<file path="src/rtl/qspi_pkg.sv">
// Shared definitions for the QSPI SRAM controllers: opcodes, FSM encoding,
// fixed phase lengths and the nibble helpers used to build SIO output data.
package qspi_pkg;

    localparam logic [7:0] QPIRD    = 8'hEB;
    localparam logic [7:0] QPIWR    = 8'h38;

    localparam int         CMD_CYC  = 8;
    localparam int         ADDR_CYC = 6;

    // SIO3 = HOLD# inactive, SIO2 = WP# inactive, SIO1/SIO0 low
    localparam logic [3:0] SIO_IDLE = 4'b1100;

    typedef enum logic [2:0] {
        IDLE  = 3'd0,
        CMD   = 3'd1,
        ADDR  = 3'd2,
        DUMMY = 3'd3,
        DATA  = 3'd4,
        DONE  = 3'd5
    } qspi_state_t;

    // Command phase: one opcode bit per SCK on SIO0, MSB first.
    function automatic logic [3:0] cmd_nibble(input logic [7:0] op, input logic [2:0] idx);
        logic [7:0] sh;
        sh = op << idx;
        return {SIO_IDLE[3:1], sh[7]};
    endfunction

    // Address phase: one nibble per SCK, most significant nibble first.
    function automatic logic [3:0] addr_nibble(input logic [23:0] a, input logic [2:0] idx);
        logic [23:0] sh;
        sh = a << {idx, 2'b00};
        return sh[23:20];
    endfunction

endpackage

</file>
<file path="src/rtl/qspi_phy.sv">
// QSPI pin layer: SCK generation at clk/2, the end-of-phase-H sample strobe,
// and the registered SIO output nibble / output-enable, updated on phase-L entry.
module qspi_phy
    import qspi_pkg::*;
(
    input  logic       clk,
    input  logic       rst_n,
    input  logic       run,
    input  logic       load,
    input  logic [3:0] nib_d,
    input  logic       oe_d,
    output logic       sck,
    output logic       sample,
    output logic [3:0] sio_out,
    output logic       oe
);

    logic       sck_r;
    logic       oe_r;
    logic [3:0] out_r;

    // A sample edge is the clock that ends phase H (SCK falls here)
    assign sample  = run & sck_r;
    assign sck     = sck_r;
    assign oe      = oe_r;
    assign sio_out = out_r;

    // SCK toggles every clock while running and parks low otherwise
    always_ff @(posedge clk or negedge rst_n) begin
        if (!rst_n) begin
            sck_r <= 1'b0;
        end else if (run) begin
            sck_r <= ~sck_r;
        end else begin
            sck_r <= 1'b0;
        end
    end

    // Output nibble and direction change only when a phase L is entered
    always_ff @(posedge clk or negedge rst_n) begin
        if (!rst_n) begin
            out_r <= 4'h0;
            oe_r  <= 1'b0;
        end else if (load) begin
            out_r <= nib_d;
            oe_r  <= oe_d;
        end else begin
            out_r <= out_r;
            oe_r  <= oe_r;
        end
    end

endmodule

</file>
<file path="src/rtl/qspi_sram_reader.sv">
// Quad Read (0xEB) engine: fetches word_cnt 32-bit words from the QSPI SRAM
// starting at start_addr and writes them to the RAM2/RAM3 buffer from word 0.
module qspi_sram_reader
    import qspi_pkg::*;
#(
    parameter int         DUMMY_CYC = 6,
    parameter int         RAM_AW    = 10,
    parameter logic [7:0] RD_OPCODE = 8'hEB
) (
    input  logic              WBs_CLK_i,
    input  logic              WBs_RST_n_i,
    input  logic              start_i,
    input  logic [23:0]       start_addr_i,
    input  logic [RAM_AW:0]   word_cnt_i,
    input  logic [3:0]        QUAD_In_i,
    output logic [3:0]        QUAD_Out_o,
    output logic              QUAD_oe_o,
    output logic              QSPI_SCK_o,
    output logic              QSPI_nCE_o,
    output logic [RAM_AW-1:0] ram_wa_o,
    output logic [31:0]       ram_wd_o,
    output logic              ram_we_o,
    output logic              busy_o,
    output logic              done_o,
    output logic [RAM_AW:0]   words_done_o
);

    localparam logic [7:0]      CMD_LAST   = 8'(CMD_CYC - 1);
    localparam logic [7:0]      ADDR_LAST  = 8'(ADDR_CYC - 1);
    localparam logic [7:0]      DUMMY_LAST = 8'(DUMMY_CYC - 1);
    localparam logic [7:0]      NIB_LAST   = 8'd7;
    localparam logic [RAM_AW:0] WCNT_ZERO  = {(RAM_AW+1){1'b0}};
    localparam logic [RAM_AW:0] WCNT_ONE   = {{RAM_AW{1'b0}}, 1'b1};

    qspi_state_t        state_r, state_s;
    logic [7:0]         cnt_r, cnt_s;
    logic [23:0]        addr_r;
    logic [RAM_AW:0]    left_r;
    logic [27:0]        shreg_r;
    logic               nce_r;
    logic               busy_r;
    logic               done_r;
    logic               we_r;
    logic [RAM_AW-1:0]  wa_r;
    logic [31:0]        wd_r;
    logic [RAM_AW:0]    wdone_r;

    logic               accept_s;
    logic               run_s;
    logic               load_s;
    logic [3:0]         nib_s;
    logic               oe_s;
    logic               sample_s;
    logic               word_end_s;

    assign accept_s   = (state_r == IDLE) && start_i;
    assign word_end_s = (state_r == DATA) && sample_s && (cnt_r == NIB_LAST);

    qspi_phy u_phy (
        .clk     (WBs_CLK_i),
        .rst_n   (WBs_RST_n_i),
        .run     (run_s),
        .load    (load_s),
        .nib_d   (nib_s),
        .oe_d    (oe_s),
        .sck     (QSPI_SCK_o),
        .sample  (sample_s),
        .sio_out (QUAD_Out_o),
        .oe      (QUAD_oe_o)
    );

    // FSM state and per-phase SCK period counter
    always_ff @(posedge WBs_CLK_i or negedge WBs_RST_n_i) begin
        if (!WBs_RST_n_i) begin
            state_r <= IDLE;
            cnt_r   <= 8'd0;
        end else begin
            state_r <= state_s;
            cnt_r   <= cnt_s;
        end
    end

    // Next state: phases advance only on sample edges, DONE lasts two clocks
    always_comb begin
        state_s = state_r;
        cnt_s   = cnt_r;
        case (state_r)
            IDLE: begin
                if (start_i) begin
                    cnt_s   = 8'd0;
                    state_s = (word_cnt_i == WCNT_ZERO) ? DONE : CMD;
                end else begin
                    state_s = IDLE;
                end
            end
            CMD: begin
                if (sample_s) begin
                    if (cnt_r == CMD_LAST) begin
                        state_s = ADDR;
                        cnt_s   = 8'd0;
                    end else begin
                        cnt_s   = cnt_r + 8'd1;
                    end
                end else begin
                    cnt_s = cnt_r;
                end
            end
            ADDR: begin
                if (sample_s) begin
                    if (cnt_r == ADDR_LAST) begin
                        state_s = (DUMMY_CYC == 0) ? DATA : DUMMY;
                        cnt_s   = 8'd0;
                    end else begin
                        cnt_s   = cnt_r + 8'd1;
                    end
                end else begin
                    cnt_s = cnt_r;
                end
            end
            DUMMY: begin
                if (sample_s) begin
                    if (cnt_r == DUMMY_LAST) begin
                        state_s = DATA;
                        cnt_s   = 8'd0;
                    end else begin
                        cnt_s   = cnt_r + 8'd1;
                    end
                end else begin
                    cnt_s = cnt_r;
                end
            end
            DATA: begin
                if (sample_s) begin
                    if (cnt_r == NIB_LAST) begin
                        cnt_s   = 8'd0;
                        state_s = (left_r == WCNT_ONE) ? DONE : DATA;
                    end else begin
                        cnt_s   = cnt_r + 8'd1;
                    end
                end else begin
                    cnt_s = cnt_r;
                end
            end
            DONE: begin
                if (cnt_r == 8'd1) begin
                    state_s = IDLE;
                    cnt_s   = 8'd0;
                end else begin
                    cnt_s   = cnt_r + 8'd1;
                end
            end
            default: begin
                state_s = IDLE;
                cnt_s   = 8'd0;
            end
        endcase
    end

    // PHY controls: nibble/oe for the SCK period that begins after this edge
    always_comb begin
        run_s  = (state_r inside {CMD, ADDR, DUMMY, DATA});
        load_s = accept_s || sample_s;
        nib_s  = 4'h0;
        oe_s   = 1'b0;
        case (state_s)
            CMD: begin
                nib_s = cmd_nibble(RD_OPCODE, cnt_s[2:0]);
                oe_s  = 1'b1;
            end
            ADDR: begin
                nib_s = addr_nibble(addr_r, cnt_s[2:0]);
                oe_s  = 1'b1;
            end
            default: begin
                nib_s = 4'h0;
                oe_s  = 1'b0;
            end
        endcase
    end

    // Transfer bookkeeping: parameters, chip enable, busy and done pulse
    always_ff @(posedge WBs_CLK_i or negedge WBs_RST_n_i) begin
        if (!WBs_RST_n_i) begin
            addr_r <= 24'h0;
            left_r <= WCNT_ZERO;
            nce_r  <= 1'b1;
            busy_r <= 1'b0;
            done_r <= 1'b0;
        end else begin
            nce_r  <= !(state_s inside {CMD, ADDR, DUMMY, DATA});
            done_r <= (state_r == DONE) && (cnt_r == 8'd1);
            if (accept_s) begin
                addr_r <= start_addr_i;
                left_r <= word_cnt_i;
                busy_r <= 1'b1;
            end else if ((state_r == DONE) && (cnt_r == 8'd1)) begin
                busy_r <= 1'b0;
            end else begin
                busy_r <= busy_r;
                if (word_end_s) begin
                    left_r <= left_r - WCNT_ONE;
                end else begin
                    left_r <= left_r;
                end
            end
        end
    end

    // Data path: shift in nibbles MSB first and emit one RAM write per word
    always_ff @(posedge WBs_CLK_i or negedge WBs_RST_n_i) begin
        if (!WBs_RST_n_i) begin
            shreg_r <= 28'h0;
            we_r    <= 1'b0;
            wa_r    <= {RAM_AW{1'b0}};
            wd_r    <= 32'h0;
            wdone_r <= WCNT_ZERO;
        end else begin
            we_r <= word_end_s;
            if ((state_r == DATA) && sample_s) begin
                shreg_r <= {shreg_r[23:0], QUAD_In_i};
            end else begin
                shreg_r <= shreg_r;
            end
            if (accept_s) begin
                wdone_r <= WCNT_ZERO;
            end else if (word_end_s) begin
                wd_r    <= {shreg_r, QUAD_In_i};
                wa_r    <= wdone_r[RAM_AW-1:0];
                wdone_r <= wdone_r + WCNT_ONE;
            end else begin
                wdone_r <= wdone_r;
            end
        end
    end

    assign QSPI_nCE_o   = nce_r;
    assign busy_o       = busy_r;
    assign done_o       = done_r;
    assign ram_we_o     = we_r;
    assign ram_wa_o     = wa_r;
    assign ram_wd_o     = wd_r;
    assign words_done_o = wdone_r;

endmodule

</file>
<file path="config.mk">
export PLATFORM = sky130hd
export DESIGN_NAME = qspi_sram_reader
export DESIGN_NICKNAME = d
export VERILOG_FILES = /design/src/rtl/qspi_pkg.sv /design/src/rtl/qspi_phy.sv /design/src/rtl/qspi_sram_reader.sv
export SDC_FILE = /design/constraint.sdc
export NUM_CORES = 1
export LEC_CHECK = 0
export BUFFER_PORTS_ARGS = -buffer_cell sky130_fd_sc_hd__buf_2
export CORE_MARGIN = 5
export CORE_UTILIZATION = 30
export DETAILED_ROUTE_END_ITERATION = 10
export PLACE_DENSITY = 0.49
export SLEW_MARGIN = 15
export SYNTH_ARGS = -nofsm -noshare
export SYNTH_HDL_FRONTEND = slang
export SYNTH_SLANG_ARGS = --single-unit
</file>
<file path="constraint.sdc">
create_clock -name WBs_CLK_i -period 2.82 [get_ports WBs_CLK_i]
set_input_delay 0.141 -clock WBs_CLK_i [delete_from_list [all_inputs] [get_ports WBs_CLK_i]]
set_output_delay 0.141 -clock WBs_CLK_i [all_outputs]
set_load 0.03 [all_outputs]
</file>
=== Yosys cells after proc, flatten, opt, wreduce, memory -nomap -nowiden ===
Cells that the tools add are included.

* $add $sub $neg: 3
* $mul: 0
* Divide/modulo/power cells: 0
* Order comparisons: 0
* Equal/unequal tests: 17
* Shift operators: 2
* Multiplexer cells: 30
* Bitwise logic cells: 3
* Reduce and logical (&&, ||, !) cells: 18

{| class="wikitable"
|+ Operators with widths
! kind !! count
|-
| $mux 11 || 5
|-
| $mux 8 || 6
|-
| $mux 3 || 11
|-
| $pmux 8 s4 || 1
|-
| $shl 24x5->24 || 1
|-
| $pmux 3 s6 || 1
|-
| $eq 8x3->1 const B || 2
|-
| $eq 3x2->1 const B || 4
|-
| $add 11x1->11 const B || 1
|-
| $eq 11x1->1 const B || 1
|-
| $logic_not 11->1 || 1
|-
| $sub 11x1->11 const B || 1
|-
| $eq 3x3->1 const B || 3
|-
| $add 8x1->8 const B || 1
|-
| $eq 8x1->1 const B || 1
|-
| $pmux 4 s2 || 1
|-
| $reduce_bool 4->1 || 2
|-
| $shl 8x3->8 const A || 1
|-
| $eq 3x1->1 const B || 2
|-
| $reduce_or 2->1 || 3
|-
| $mux 1 || 5
|-
| $logic_and 1x1->1 || 4
|-
| $ne 2x1->1 const B || 2
|-
| $ne 2x2->1 const B || 2
|-
| other kinds (8) || 11
|}

* Register bits after elaboration: 137
* Latch bits: 0
* Bits in writable memories: 0
* ROM bits: 0
* Input port bits: 42
* Output and inout port bits: 63
* Word-level logic and storage cells: 89
* Memories kept: 0

=== Logic depth before layout (Yosys ltp) ===
* Depth in word-level cells: 8
* Mapped depth: 10
* Gate-level depth less buffers: 10

=== Cells and area by module ===
Synthesis repeated with hierarchy kept, for this count alone.

* Cells, all modules: 621
* Area total of the unflattened synthesis: 6149.6 um2

{| class="wikitable"
|+ By module, submodules not included
! module !! instances !! cells an instance !! area each (um2) !! seq. area each (um2)
|-
| qspi_sram_reader || 1 || 608 || 5930.7 || 3279.4
|-
| qspi_phy || 1 || 13 || 219.0 || 150.1
|}

=== Worst setup path after synthesis ===
No wires, ideal clock.

* Path type: reg-to-reg
* Start point: register cnt_r[7]
* End point: register u_phy.out_r[0] (netlist: u_phy.sio_out[0])
* Library setup time: 0.129 ns
* Arrival: 2.628 ns
* Required time: 2.691 ns
* Slack: 0.063 ns
* Cell stages (with the launch flop): 8
* Path buffers: 0
* Period minus slack after synthesis: 2.757 ns
* Cell sequence: dfrtp_1 -> or3_4 -> or3_1 -> o311a_4 -> o31a_4 -> mux2_4 -> o221a_1 -> a2111o_1

* Longest elaborated chain between the ends: 6
* Elaborated cells between the ends (all ways): 24
* Classes of those cells: eq/ne (5); shift (2); mux (17)

{| class="wikitable"
|+ Ends and longest elaborated chain
! element !! RTL line !! source
|-
| from (decl) || qspi_sram_reader.sv:36 || <nowiki>logic [7:0] cnt_r, cnt_s;</nowiki>
|-
| from (signal assigned) || qspi_sram_reader.sv:79 || <nowiki>cnt_r <= cnt_s;</nowiki>
|-
| $eq 8x3->1 (on tied branches) || -- ||
|-
| $mux 8 (tied with other cells) || qspi_sram_reader.sv:98, qspi_sram_reader.sv:134 ||
|-
| $mux 8 (tied with other cells) || qspi_sram_reader.sv:133 || <nowiki>if (sample_s) begin</nowiki>
|-
| $pmux 8 s4 / $pmux 3 s6 (equally long branches) || qspi_sram_reader.sv:87 || <nowiki>case (state_r)</nowiki>
|-
| $shl 24x5->24 (tied with other cells) || qspi_pkg.sv:33 || <nowiki>sh = a << {idx, 2'b00};</nowiki>
|-
| $pmux 4 s2 * || qspi_sram_reader.sv:165 || <nowiki>case (state_s)</nowiki>
|-
| to (signal assigned) || qspi_phy.sv:45 || <nowiki>out_r <= nib_d;</nowiki>
|-
| to (signal assigned) || qspi_phy.sv:48 || <nowiki>out_r <= out_r;</nowiki>
|-
| to (decl) || qspi_phy.sv:20 || <nowiki>logic [3:0] out_r;</nowiki>
|}

Every way passes the cells marked *; elsewhere a longest branch is shown, timed or not. The select of a mux whose other input is x is not followed.
A chain may end at the register's enable or synchronous reset.

=== Final worst setup path ===
* Start point: register cnt_r[3]
* End point: register u_phy.out_r[1] (netlist: u_phy.sio_out[1])

* Longest elaborated chain between the ends: 6
* Elaborated cells between the ends (all ways): 23
* Classes of those cells: eq/ne (5); shift (1); mux (17)

{| class="wikitable"
|+ Ends and longest elaborated chain
! element !! RTL line
|-
| $eq 8x3->1 (on tied branches) || --
|-
| $mux 8 (tied with other cells) || qspi_sram_reader.sv:98, qspi_sram_reader.sv:134
|-
| $mux 8 (tied with other cells) || qspi_sram_reader.sv:133
|-
| $pmux 8 s4 / $pmux 3 s6 (equally long branches) || qspi_sram_reader.sv:87
|-
| $shl 24x5->24 (tied with other cells) || qspi_pkg.sv:33
|-
| $pmux 4 s2 * || qspi_sram_reader.sv:165
|}

Marks and branches as above.

==> impl_summary.md <==
Synth
Of the total synthesized cell area, the portion taken by XOR and XNOR cells is 0.0201. The area fraction of the dominant cell type after synthesis is 0.558. sky130_fd_sc_hd__nand2_1 is the most common cell in the netlist. Counting flops with a built-in enable in the synthesized netlist gives 0. Of the synthesized area, sequential elements account for 0.563. The area share of fa/ha/maj cells after synthesis is 0.0103. The synthesis warning total is 0. The count of state elements after synthesis is 137. Synthesis produced a netlist with a net count of 674. The main flop type after synthesis is sky130_fd_sc_hd__dfrtp_1.

For this run, asynchronously set or reset flops after synthesis account for 1.00. The dominant combinational cell family by area after synthesis is simple AND/OR/NAND/NOR gates. The unique cell type count in the Yosys netlist is 54. Of the total synthesized cell area, the portion taken by AND, OR, NAND and NOR gates is 0.230.

The biggest area contributor in the post-synthesis netlist is sky130_fd_sc_hd__dfrtp_1. By count the netlist is led by sky130_fd_sc_hd__nand2_1, sky130_fd_sc_hd__dfrtp_1, sky130_fd_sc_hd__o21ai_0. The post-synthesis average cell area is 9.72 µm². In the synthesized netlist, the number of instances is 627.

The synthesized netlist occupies a cell area of 6090 µm². The multiplexer share of the synthesized area is 0.0751. The fraction of the mapped netlist area in compound gates is 0.0762.

Ranked by total cell area, the synthesized netlist is headed by sky130_fd_sc_hd__dfrtp_1, sky130_fd_sc_hd__nand2_1, sky130_fd_sc_hd__mux2_2.

Layout
The area taken by multi-input logic gates is 2550 µm². The layout has 2019 filler cells. At the end of the flow, the number of nets in the layout was 839. The number of diodes added for antenna fixing is 0. The finished layout holds 1073 standard cells, fillers aside. Relative to the synthesized area, the layout overhead comes to 33.7%. The combined flip-flop and latch cell area is 3430 µm².

In the final layout, the share of cells above drive strength 1 is 0.260.

Routing
The routed wire length per instance is 14.9 µm. The final layout contains routed wiring with a total length of 16000 µm. The first-pass iteration count of the detailed router is 5.

For this block, the via count after detailed routing is 4981. The number of antenna-violating nets in the routed design is 0. In the routed design, unresolved DRC markers number 0.

The number of DRC markers in iteration 0 is 317. After detailed routing, the number of vias per cell comes to 4.64.

Pwr
The fraction of power spent switching nets is 0.329. The final total power is 7.18 mW. Of the total power, combinational logic draws 0.304. The switching component of the power is 2.36 mW. For this design the static power due to leakage is 4.18 nW. Cell internal power was estimated by the tool at 4.82 mW.

The sequential group share of total power is 0.372. In this run the power density over the cells is 881 nW/µm². The worst voltage drop across the vdd grid is 0.000534 V. The part of the total power dissipated in the clock network is 0.324.

Placement
Buffers placed on the I/O ports in this run total 104. At the end of routability-driven placement, the weighted congestion stood at 0.835. Once placement completed, the tool counted placed cells totaling 1002. The detailed-placement wirelength estimate is 11200 µm.

Timing
Headroom to the max-slew limit came out at 0.571. The final-report setup violation count is 0. Timing would allow up to 0.366 GHz.

Setup repair after global routing left no endpoint under its margin. The slew at the pin with the worst max-slew slack is 0.637 ns. The final hold violation count is 0.

The number of max-slew violations in the final report is 0. The time the final worst path needs with I/O delays and setup is 2.73 ns. Across the routed clock network, the largest skew measured is 0.0131 ns. In the final timing run, aggregate negative setup slack is 0 ns. In the finished design, the share of the clock period the worst path needs comes to 0.969.

Clock tree
Clock-pin slew was measured on the worst setup and hold paths at 0.06 ns. The clock tree synthesis step divided the H-tree into 4 levels. The number of sinks on the clock net is 137. TritonCTS built the clock tree. The later pin in the worst-skew pair is clocked with a latency of 0.43 ns. The number of clock buffers added by TritonCTS is 17. In this run the deepest clock path goes through 2 buffers. Clock tree synthesis selected as its root buffer the cell sky130_fd_sc_hd__clkbuf_16.

Worst setup path
The number of buffers and inverters on the critical path is 1. The critical path's top delay family is compound AO/OA/AOI/OAI gates. The cell type of the slowest stage on the worst timing path is sky130_fd_sc_hd__mux4_2.

The worst setup path is captured at a register. Of all nets on the critical path, the largest fanout is 4. The class of the most critical setup path is reg2reg. The largest single stage delay on the critical path is 0.41 ns. The critical path data required time is 3.13 ns. The critical path arrival is 3.04 ns.

The startpoint type of the worst setup path is a register. The signal on the critical path passes through or3_4, or3_1, o311a_4, o31a_4, buf_12, mux4_2, a221o_1.

Die
The count of boundary I/O pins is 105. For this configuration, the core starts out at a cell density of 0.303. The die covers 23300 µm². The site row count is 52. The core region is 20100 µm².

The vertical die dimension is 153 µm. The width of the chip is 153 µm.

GRT
The first global-routing pass estimated 27200 µm of wire. Global routing finished with a remaining overflow of 0. The pin count of the biggest net entering global routing is 59. The overall global routing resource usage is 0.143. The initial antenna violation count was 0. The via count of the first global-routing pass is 5139.

Hold path
The kind of path behind the tightest hold check is in2reg.

Flow run
Max-cap violations in this run came to 0.

Outcome
The run finished with clean final reports.
-- layer usage --
metal / GRT usage / routed length, µm
met1: 0.190 / 7560
met2: 0.228 / 7580
met3: 0.0344 / 585
met4: 0.0547 / 289
met5: 0 / 0
-- final timing paths --
check                      slack (ns)                      endpoint  cells after the start                    start
max in group asynchronous        1.84         left_r[5]$_DFFE_PN0P_                      3              WBs_RST_n_i
min in group asynchronous        0.25        addr_r[15]$_DFFE_PN0P_                      2              WBs_RST_n_i
hold reg to reg                  0.46      ram_wd_o[28]$_DFFE_PN0P_                      2  shreg_r[24]$_DFFE_PN0P_
hold / removal                   0.05         left_r[8]$_DFFE_PN0P_                      2            word_cnt_i[8]
setup reg to reg                 0.09  u_phy.sio_out[1]$_DFFE_PN0P_                      7     cnt_r[3]$_DFFE_PN0P_
setup / recovery                 0.09  u_phy.sio_out[1]$_DFFE_PN0P_                      7     cnt_r[3]$_DFFE_PN0P_
-- power groups by stage --
stage / combinational, mW / clock (mW) / sequential, mW
2_1_floorplan: 1.30 / 0 / 2.73
3_3_place_gp: 2.03 / 0 / 2.70
3_5_place_dp: 2.07 / 0 / 2.71
4_1_cts: 2.20 / 2.40 / 2.67
5_1_grt: 2.44 / 2.47 / 2.73
6_report: 2.19 / 2.32 / 2.67
-- kinds of logic after synthesis --
logic type                 count (synthesis)
xor gates and xnor gates                  14
and+or+nand+nor                          323
adders and majority gates                  5
AOI/OAI and AO/OA                         70
muxes                                     38
DFF                                      137
buffers and inverters                     40
-- what timing repair did --
item	CTS	global route
hold endpoints to repair	97	0
hold buffers	39	0
pin swaps	7	1
setup endpoints to repair	1	4
resized for setup	1	2
setup buffers	2	0
-- stage by stage --
step	hold slack (ns)	util	cell area, µm²	worst slack (ns)
global placement	0.164	0.353	7110	0.0268
CTS	0.0246	0.405	8130	-0.000239
floorplan	-0.155	-	6090	0.0631
detailed placement	0.170	0.353	7110	-0.00360
global route	0.0265	0.405	8150	0.00189
finish	0.0479	0.405	8150	0.0882
-- area by class of cell --
type                            instances  share of cell area
Clock buffer                           19              0.0531
Clock inverter                         11              0.0212
Inverter                               11             0.00507
Multi-Input combinational cell        450               0.313
Sequential cell                       137               0.421
Tap cell                              270              0.0415
Timing Repair Buffer                  175               0.146
-- layout by cell type, fill, tap and decap left out, types with 6 or more instances in the layout --
cell type,synthesis,final
sky130_fd_sc_hd__nand2_1,230,230
sky130_fd_sc_hd__nor4_1,7,6
sky130_fd_sc_hd__dlygate4sd3_1,0,39
sky130_fd_sc_hd__dfrtp_1,136,136
sky130_fd_sc_hd__clkbuf_16,0,17
sky130_fd_sc_hd__inv_1,11,11
sky130_fd_sc_hd__o21ai_0,31,31
sky130_fd_sc_hd__mux2i_1,6,6
sky130_fd_sc_hd__and3_1,9,9
sky130_fd_sc_hd__nand4_1,8,8
sky130_fd_sc_hd__a21oi_1,12,12
sky130_fd_sc_hd__buf_4,0,29
sky130_fd_sc_hd__mux2_2,28,28
sky130_fd_sc_hd__nor2_1,27,27
sky130_fd_sc_hd__nand3_1,8,7
sky130_fd_sc_hd__xor2_1,9,9
sky130_fd_sc_hd__buf_2,0,103
-- sequential cells by signal, indices dropped and copies added (netlist names), 3 cells and up --
register / cells
words_done_o: 11
ram_wd_o: 32
cnt_r: 8
shreg_r: 28
addr_r: 24
u_phy.sio_out: 4
left_r: 11
ram_wa_o: 10
state_r: 3
Power figures use the tool's default switching activity.
